$ cat src/rtl/neptune_pkg.sv
// Shared types and helpers for the Neptune tuner measurement sequencer.
// The window length scales by powers of two with the configuration select.
package neptune_pkg;

    localparam int CFG_W = 2;

    typedef enum logic [2:0] {
        ST_IDLE,
        ST_ARM,
        ST_GATE,
        ST_HANDOFF,
        ST_HOLDOFF
    } state_e;

    function automatic int unsigned win_len(input int unsigned base, input logic [CFG_W-1:0] cfg);
        return base << cfg;
    endfunction

endpackage

$ cat src/rtl/neptune_measure_sequencer_if.sv
// Result handshake between the measurement sequencer and the note classifier/display.
interface neptune_measure_sequencer_if #(
    parameter int COUNT_W = 12
);
    logic               meas_valid;
    logic               meas_ready;
    logic [COUNT_W-1:0] meas_count;
    logic               meas_overflow;
    logic               meas_no_signal;

    modport master (
        output meas_valid,
        output meas_count,
        output meas_overflow,
        output meas_no_signal,
        input  meas_ready
    );

    modport slave (
        input  meas_valid,
        input  meas_count,
        input  meas_overflow,
        input  meas_no_signal,
        output meas_ready
    );

endinterface

$ cat src/rtl/neptune_pulse_sync.sv
// Two-flop synchroniser plus registered rising-edge detector for the raw pulse pin.
// A pin rise shows up as a one-cycle edge_pulse exactly three clocks later.
module neptune_pulse_sync (
    input  logic clk,
    input  logic reset,
    input  logic pulse_in,
    output logic edge_pulse
);

    logic [2:0] sync_q, sync_d;
    logic       edge_q, edge_d;

    always_comb begin
        sync_d = {sync_q[1:0], pulse_in};
        edge_d = sync_q[1] & ~sync_q[2];
    end

    always_ff @(posedge clk or posedge reset) begin
        if (reset) begin
            sync_q <= '0;
            edge_q <= 1'b0;
        end else begin
            sync_q <= sync_d;
            edge_q <= edge_d;
        end
    end

    assign edge_pulse = edge_q;

endmodule

$ cat src/rtl/neptune_measure_sequencer.sv
// Frequency measurement sequencer: arms on a pulse edge, counts edges over a scaled
// gate window and hands the result to the decoder through a valid/ready interface.
module neptune_measure_sequencer
    import neptune_pkg::*;
#(
    parameter int BASE_WINDOW = 1000,
    parameter int WIN_W       = 14,
    parameter int COUNT_W     = 12,
    parameter int HOLDOFF     = 16
) (
    input  logic                               clk,
    input  logic                               reset,
    input  logic                               enable,
    input  logic [CFG_W-1:0]                   clk_config,
    input  logic                               pulse_in,
    neptune_measure_sequencer_if.master        meas,
    output logic                               window_active,
    output logic                               busy
);

    localparam logic [COUNT_W-1:0] CNT_MAX   = '1;
    localparam logic [WIN_W-1:0]   HOLD_LAST = WIN_W'(HOLDOFF - 1);

    state_e             state_q, state_d;
    logic [CFG_W-1:0]   cfg_q, cfg_d;
    logic [WIN_W-1:0]   timer_q, timer_d;
    logic [WIN_W-1:0]   win_last;
    logic [COUNT_W-1:0] cnt_q, cnt_d, cnt_inc;
    logic               ovf_q, ovf_d, ovf_inc;
    logic [COUNT_W-1:0] res_count_q, res_count_d;
    logic               res_ovf_q, res_ovf_d;
    logic               res_nosig_q, res_nosig_d;
    logic               arm_entry;
    logic               edge_pulse;

    neptune_pulse_sync u_pulse_sync (
        .clk        (clk),
        .reset      (reset),
        .pulse_in   (pulse_in),
        .edge_pulse (edge_pulse)
    );

    // Saturating edge count; the overflow flag sticks once an edge arrives at full scale.
    always_comb begin
        win_last = WIN_W'(win_len(BASE_WINDOW, cfg_q) - 32'd1);
        cnt_inc  = cnt_q;
        ovf_inc  = ovf_q;
        if (edge_pulse) begin
            if (cnt_q == CNT_MAX) begin
                ovf_inc = 1'b1;
            end else begin
                cnt_inc = cnt_q + 1'b1;
            end
        end
    end

    always_comb begin
        state_d     = state_q;
        cfg_d       = cfg_q;
        timer_d     = timer_q;
        cnt_d       = cnt_q;
        ovf_d       = ovf_q;
        res_count_d = res_count_q;
        res_ovf_d   = res_ovf_q;
        res_nosig_d = res_nosig_q;
        arm_entry   = 1'b0;

        if (!enable) begin
            state_d = ST_IDLE;
        end else begin
            case (state_q)
                ST_IDLE: begin
                    state_d   = ST_ARM;
                    arm_entry = 1'b1;
                end
                ST_ARM: begin
                    if (edge_pulse) begin
                        state_d = ST_GATE;
                        timer_d = '0;
                    end else if (timer_q == win_last) begin
                        state_d     = ST_HANDOFF;
                        res_count_d = '0;
                        res_ovf_d   = 1'b0;
                        res_nosig_d = 1'b1;
                    end else begin
                        timer_d = timer_q + 1'b1;
                    end
                end
                ST_GATE: begin
                    // A scale change mid-window makes the count meaningless, so drop it.
                    if (clk_config != cfg_q) begin
                        state_d = ST_HOLDOFF;
                        timer_d = '0;
                    end else begin
                        cnt_d = cnt_inc;
                        ovf_d = ovf_inc;
                        if (timer_q == win_last) begin
                            state_d     = ST_HANDOFF;
                            res_count_d = cnt_inc;
                            res_ovf_d   = ovf_inc;
                            res_nosig_d = 1'b0;
                        end else begin
                            timer_d = timer_q + 1'b1;
                        end
                    end
                end
                ST_HANDOFF: begin
                    if (meas.meas_ready) begin
                        state_d = ST_HOLDOFF;
                        timer_d = '0;
                    end
                end
                ST_HOLDOFF: begin
                    if (timer_q == HOLD_LAST) begin
                        state_d   = ST_ARM;
                        arm_entry = 1'b1;
                    end else begin
                        timer_d = timer_q + 1'b1;
                    end
                end
                default: begin
                    state_d = ST_IDLE;
                end
            endcase
        end

        if (arm_entry) begin
            cfg_d       = clk_config;
            timer_d     = '0;
            cnt_d       = '0;
            ovf_d       = 1'b0;
            res_count_d = '0;
            res_ovf_d   = 1'b0;
            res_nosig_d = 1'b0;
        end
    end

    always_ff @(posedge clk or posedge reset) begin
        if (reset) begin
            state_q     <= ST_IDLE;
            cfg_q       <= '0;
            timer_q     <= '0;
            cnt_q       <= '0;
            ovf_q       <= 1'b0;
            res_count_q <= '0;
            res_ovf_q   <= 1'b0;
            res_nosig_q <= 1'b0;
        end else begin
            state_q     <= state_d;
            cfg_q       <= cfg_d;
            timer_q     <= timer_d;
            cnt_q       <= cnt_d;
            ovf_q       <= ovf_d;
            res_count_q <= res_count_d;
            res_ovf_q   <= res_ovf_d;
            res_nosig_q <= res_nosig_d;
        end
    end

    assign meas.meas_valid     = (state_q == ST_HANDOFF);
    assign meas.meas_count     = res_count_q;
    assign meas.meas_overflow  = res_ovf_q;
    assign meas.meas_no_signal = res_nosig_q;
    assign window_active       = (state_q == ST_GATE);
    assign busy                = (state_q != ST_IDLE);

endmodule

$ cat src/flat_wrapper.sv
// flat-port wrapper written by rule: the top's interface ports become plain ports
module neptune_measure_sequencer_flat import neptune_pkg::*;
#(
    parameter int BASE_WINDOW = 1000,
    parameter int WIN_W       = 14,
    parameter int COUNT_W     = 12,
    parameter int HOLDOFF     = 16
)
  (clk, reset, enable, clk_config, pulse_in, window_active, busy, meas_meas_valid, meas_meas_count, meas_meas_overflow, meas_meas_no_signal, meas_meas_ready);
  neptune_measure_sequencer_if #(.COUNT_W(COUNT_W)) meas_i ();
  input  logic clk;
  input  logic reset;
  input  logic enable;
  input  logic [CFG_W-1:0] clk_config;
  input  logic pulse_in;
  output logic window_active;
  output logic busy;
  output wire logic [$bits(meas_i.meas_valid)-1:0] meas_meas_valid;
  output wire logic [$bits(meas_i.meas_count)-1:0] meas_meas_count;
  output wire logic [$bits(meas_i.meas_overflow)-1:0] meas_meas_overflow;
  output wire logic [$bits(meas_i.meas_no_signal)-1:0] meas_meas_no_signal;
  input wire logic [$bits(meas_i.meas_ready)-1:0] meas_meas_ready;
  assign meas_meas_valid = meas_i.meas_valid;
  assign meas_meas_count = meas_i.meas_count;
  assign meas_meas_overflow = meas_i.meas_overflow;
  assign meas_meas_no_signal = meas_i.meas_no_signal;
  assign meas_i.meas_ready = meas_meas_ready;
  neptune_measure_sequencer #(.BASE_WINDOW(BASE_WINDOW), .WIN_W(WIN_W), .COUNT_W(COUNT_W), .HOLDOFF(HOLDOFF)) u_core (.clk(clk), .reset(reset), .enable(enable), .clk_config(clk_config), .pulse_in(pulse_in), .meas(meas_i), .window_active(window_active), .busy(busy));
endmodule
$ cat config.mk
export PLATFORM = sky130hd
export DESIGN_NAME = neptune_measure_sequencer_flat
export DESIGN_NICKNAME = d
export VERILOG_FILES = /design/src/rtl/neptune_pkg.sv /design/src/rtl/neptune_measure_sequencer_if.sv /design/src/rtl/neptune_pulse_sync.sv /design/src/rtl/neptune_measure_sequencer.sv /design/src/flat_wrapper.sv
export SDC_FILE = /design/constraint.sdc
export NUM_CORES = 1
export LEC_CHECK = 0
export BUFFER_PORTS_ARGS = -buffer_cell sky130_fd_sc_hd__buf_4
export CAP_MARGIN = 15
export CELL_PAD_IN_SITES_DETAIL_PLACEMENT = 1
export CELL_PAD_IN_SITES_GLOBAL_PLACEMENT = 2
export CORE_UTILIZATION = 40
export DETAILED_ROUTE_END_ITERATION = 12
export PLACE_DENSITY = 0.88
export SYNTH_ARGS = -nofsm -noshare
export SYNTH_HDL_FRONTEND = slang
export SYNTH_SLANG_ARGS = --single-unit
$ cat constraint.sdc
create_clock -name clk -period 3.7 [get_ports clk]
set_input_delay 0.37 -clock clk [delete_from_list [all_inputs] [get_ports clk]]
set_output_delay 0.37 -clock clk [all_outputs]
set_load 0.1 [all_outputs]
# Word level (Yosys, flattened, before mapping)
# Cells that the tools add are included.
word_totals:
  elab_cells: 93
  inputBits: 7
  register_bits: 50
  output_inout_bits: 17
classes:
  n_addsub: 3
  n_reduce_logical: 10
  bitwise_logic: 2
  n_eq_ne: 17
  muxes: 50
  shifts: 1
ops:
  columns: ["cell", "count"]
  rows:
  - ["12-bit 2-to-1 mux", 12]
  - ["14-bit 2-to-1 mux", 7]
  - ["14-bit case mux with 4 select lines", 1]
  - ["12-bit case mux with 2 select lines", 1]
  - ["1-bit 2-to-1 mux", 19]
  - ["3-bit 2-to-1 mux", 6]
  - ["3-bit by 2-bit != test with 1-bit output (second input constant)", 5]
  - ["3-bit case mux with 5 select lines", 1]
  - ["14-bit by 1-bit adder with 14-bit output (second input constant)", 1]
  - ["14-bit == test", 1]
  - ["14-bit by 4-bit == test with 1-bit output (second input constant)", 1]
  - ["10-bit by 2-bit << shifter with 14-bit output (first input constant)", 1]
  - ["14-bit by 1-bit subtractor with 14-bit output (second input constant)", 1]
  - ["12-bit by 1-bit adder with 12-bit output (second input constant)", 1]
  - ["12-bit == test (second input constant)", 1]
  - ["3-bit by 1-bit != test with 1-bit output (second input constant)", 3]
  - ["3-bit by 2-bit == test with 1-bit output (second input constant)", 2]
  - ["1-bit case mux with 2 select lines", 3]
  - ["6-bit AND reduction", 1]
  - ["3-bit nonzero test", 2]
  - ["5-bit nonzero test", 1]
  - ["4-bit AND reduction", 1]
  - ["2-bit nonzero test", 2]
  - ["3-bit by 1-bit == test with 1-bit output (second input constant)", 1]
  - ["8 further kinds", 8]

# Logic depth before layout (Yosys ltp)
logic_depth:
  depth_word: 8
  depth_mapped: 11
  depth_no_buf: 8

# Cells and area by module
# From an unflattened synthesis, not the netlist that was laid out.
unflattened:
  cells_unflattened: 350
  hier_area_um2: 2962.8
modules_own_cells:
  columns: ["mod", "area_each_um2", "instances", "cells_per_inst", "seq_area_each_um2"]
  rows:
  - ["neptune_measure_sequencer", 2845.2, 1, 344, 1151.1]
  - ["neptune_pulse_sync", 117.6, 1, 6, 100.1]

# Least setup slack after synthesis
# No wires, ideal clock.
synth_path:
  kind: "register -> output"
  start: "reg u_core.state_q[1]"
  end: "out meas_meas_valid"
  path_buffers: 1
  path_stages_with_launch: 4
  t_required_ps: 3330
  t_arrival_ps: 2033
  slack_ps: 1297
  path_cell_list: "dfrtp_1 -> clkbuf_1 -> nand2b_1 -> nor2_1"
synth_between:
  elab_chain_len: 1
synth_lines:
  columns: ["element", "line_no", "text"]
  rows:
  - ["start, declared", "neptune_measure_sequencer.sv:24", "state_e state_q, state_d;"]
  - ["start signal, assigned", "neptune_measure_sequencer.sv:149", "state_q <= state_d;"]
  - ["3-bit by 2-bit == test with 1-bit output", "neptune_measure_sequencer.sv:160", "assign meas.meas_valid = (state_q == ST_HANDOFF);"]
  - ["end, declared", "flat_wrapper.sv:18", "output wire logic [$bits(meas_i.meas_valid)-1:0] meas_meas_valid;"]
# Every way passes these cells.

# Worst setup path in the final report
layout_path:
  start: "reg u_core.state_q[2]"
  end: "reg u_core.timer_q[7]"
layout_between:
  elab_chain_len: 5
  word_cells_on_any_way: 15
  classes_between: "eq/ne: 6; mux: 5; reduce/logical: 4"
layout_lines:
  columns: ["element", "line_no", "text"]
  rows:
  - ["3-bit == test or 3-bit logical NOT (tied branches)", "neptune_measure_sequencer.sv:71", "case (state_q)"]
  - ["1-bit case mux with 2 select lines", "neptune_measure_sequencer.sv:71", null]
  - ["1-bit 2-to-1 mux", "neptune_measure_sequencer.sv:68", "if (!enable) begin"]
  - ["3-bit by 2-bit != test with 1-bit output (no source line) (tied with other cells)", null, null]
  - ["4-bit AND reduction (no source line)", null, null]
  - ["end signal, assigned", "neptune_measure_sequencer.sv:151", "timer_q <= timer_d;"]
  - ["end, declared", "neptune_measure_sequencer.sv:26", "logic [WIN_W-1:0] timer_q, timer_d;"]
# Several ways; a longest one is shown, not always the timed one. The select of a mux whose other input is x is not followed.
# A chain may end at the register's enable or synchronous reset.

==> results by group <==
Outcome
  • Outcome: finished clean

Placement
  • Final HPWL DP: 5840 um
  • Number of port buffers: 23
  • Global placement routability congestion: 0.808

Power
  • Worst VDD drop: 0.000227 V
  • Leak: 1.43 nW
  • Pwr dens: 379 nW/um^2

Route
  • Number of iterations in the first detailed-routing pass: 4
  • Avg WL per Cell: 17.2 um
  • Detail Route Antenna Nets: 0
  • Routed wire length: 8300 um
  • Vias/cell: 5.70
  • Vias: 2752
  • # DRC: 0
  • 1st-iter DRT viols: 98

GRT
  • Initial antenna violation count: 0
  • Global route overflow: 0
  • All-Layer GR Usage: 21.4%
  • Pin count of the biggest net entering global routing: 51
  • Vias in the first global route: 2755
  • First-pass GRT wire length: 14300 um

Hold path
  • Worst min-delay path class: input port to flop
  • Hold Path Depth: 1

Logic synthesis
  • Cell taking the most area after synthesis: dfrtp_1
  • Sequential-to-total area share from yosys stat: 39.2%
  • Ys Warns: 0
  • Yosys top cell area share: 39.2%
  • #FFs+latches synth: 50
  • Post-Syn Area: 3190 um^2
  • Post-synth net total: 378
  • Avg Cell Area, Syn: 8.73 um^2
  • Top FF cell, synth: dfrtp_1
  • Post-synth ARST share: 100%
  • Area contributors post-synth: dfrtp_1 (39%), nor2_1 (5.9%), nand2_1 (4.7%)
  • Number of flops mapped to enable cells by yosys: 0
  • Mapped Cells: 366
  • Synth cell types: 65

Clock network
  • Htree depth: 2
  • Post-CTS setup buffers: 0
  • Clk sinks: 50
  • Root Buffer: clkbuf_8
  • Clock slew at reported path FFs: 100 ps
  • CTS tree: done
  • Skew-Pair Late Insertion Delay: 310 ps
  • CTS buffer count: 5
  • Clock Path Buffers: 2

Final layout
  • Most frequent cells in the layout: nor2_1 (50), dfrtp_1 (50), nand2_1 (40), buf_4 (27), o21ai_0 (18)
  • Multi-input logic area: 1800 um^2
  • Layout filler cell count: 919
  • Synthesis-to-layout area growth: 11.6%
  • Final nets: 392
  • Ant diodes: 0
  • Share of cells above drive strength 1: 15.0%
  • Register area: 1250 um^2

Die
  • Die width: 91.4 um
  • Height of the die: 91.4 um
  • Die ar.: 8350 um^2
  • I/O pin total: 24
  • Row count: 32
  • Initial Util: 41.3%
  • CORE AREA: 7730 um^2

STA
  • Max_slew headroom: 26.7%
  • Max frequency: 0.377 GHz
  • Final Max Tran Viols: 0
  • Clock skew: 5.07 ps
  • Final min period: 2650 ps
  • Final Hold Fails: 0
  • Worst-Margin Slew: 1100 ps
  • Hold slack: 160 ps
  • RSZ-0062 raised after global routing: false
  • TNS Setup: 0 ps
  • Final setup viols: 0
  • Final worst path period share: 71.7%

Worst setup path
  • Startpoint types: flop
  • CP max FO: 16
  • Arrival time worst endpoint: 2890 ps
  • WS Path Type: flop to flop
  • Worst r2r path cells: 6
  • Worst endpoint required time: 3940 ps
  • CP Capture Type: flop

Run
  • Maxcap violations: 0
-- critical path: stages, from the launching register on --
cell and delay [ps]:
dfrtp_1 690, nor3b_2 500, and2_1 250, o21ai_1 210, buf_4 250, or4b_1 510
a21oi_1 170
-- flip-flops by register name (all words and copies together), names as in the netlist --
register / cells
u_core.u_pulse_sync.sync_q: 3
u_core.cfg_q: 2
u_core.cnt_q: 12
u_core.u_pulse_sync.edge_pulse: 1
u_core.ovf_q: 1
u_core.state_q: 3
u_core.timer_q: 14
u_core.meas.meas_count: 12
u_core.meas.meas_overflow: 1
u_core.meas.meas_no_signal: 1
-- per-stage QoR --
step,instance area (um^2),power (mW),instances,utilization (%),setup slack (ps)
after floorplan,3190,0.864,366,-,1300
after global placement,3410,0.929,472,44.1,995
after detailed placement,3410,0.938,472,44.1,837
after CTS,3530,1.36,480,45.6,812
after global routing,3560,1.43,483,46.1,806
final,3560,1.35,483,46.1,1050
-- kinds of logic after synthesis --
| family | count (synthesis) | share of synthesized area, % |
|---|---|---|
| xor+xnor | 22 | 6.03 |
| mux | 5 | 1.61 |
| simple gates | 161 | 26.2 |
| buf+inv | 31 | 4.94 |
| fa+ha+maj | 5 | 1.96 |
| flops | 50 | 39.2 |
| compound gates | 92 | 20.1 |
-- cell usage after synthesis, types with 4 or more instances --
library cell / instances
nor2_1: 50
a21oi_1: 18
buf_2: 6
xnor2_1: 15
o31ai_2: 6
ha_1: 5
o31ai_1: 6
a31oi_1: 4
nand4_1: 10
xor2_1: 7
mux2i_1: 4
nor3_1: 5
dfrtp_1: 50
nand2_1: 40
inv_1: 7
and3_1: 5
clkbuf_1: 11
o21ai_0: 18
a211oi_1: 10
nor4_1: 5
nand3_1: 14
-- layer usage --
layer | GRT usage, % | vias to the layer above | share of wire [%]
met5 | 0 | - | 0
met2 | 33.7 | 49 | 44
met4 | 4.63 | 0 | 0.36
met1 | 31.5 | 1353 | 52
li1 | - | 1348 | -
met3 | 2.51 | 2 | 3.3
-- final timing paths --
kind | from | end | slack, ps
worst max register to register | u_core.state_q[2]$_DFFE_PP0P_ | u_core.timer_q[7]$_DFFE_PP0P_ | 1050
worst min-delay path | pulse_in | u_core.u_pulse_sync.sync_q[0]$_DFF_PP0_ | 160
worst max-delay path | u_core.state_q[2]$_DFFE_PP0P_ | u_core.timer_q[7]$_DFFE_PP0P_ | 1050
max in group asynchronous | reset | u_core.timer_q[10]$_DFFE_PP0P_ | 2670
min in group asynchronous | reset | u_core.meas.meas_count[4]$_DFFE_PP0P_ | 530
worst min register to register | u_core.u_pulse_sync.sync_q[0]$_DFF_PP0_ | u_core.u_pulse_sync.sync_q[1]$_DFF_PP0_ | 360
-- cell type report --
cell class	instances	area share, %
clock buffers	5	1.93
clock inverters	3	1.37
inverters	9	1.12
multi-input cells	285	50.4
flip-flops and latches	50	35.1
well taps	102	3.58
repair buffers	29	6.53
-- repair_timing --
item | 4_1_cts | 5_1_grt
hold buffers | 0 | 1
hold endpoints to repair | 0 | 9
resized for setup | 0 | 0
-- power breakdown --
part | switching (mW) | internal (mW)
Clock | 0.209 | 0.206
Sequential | 0.0547 | 0.575
Combinational | 0.194 | 0.111
Power figures use the tool's default switching activity.
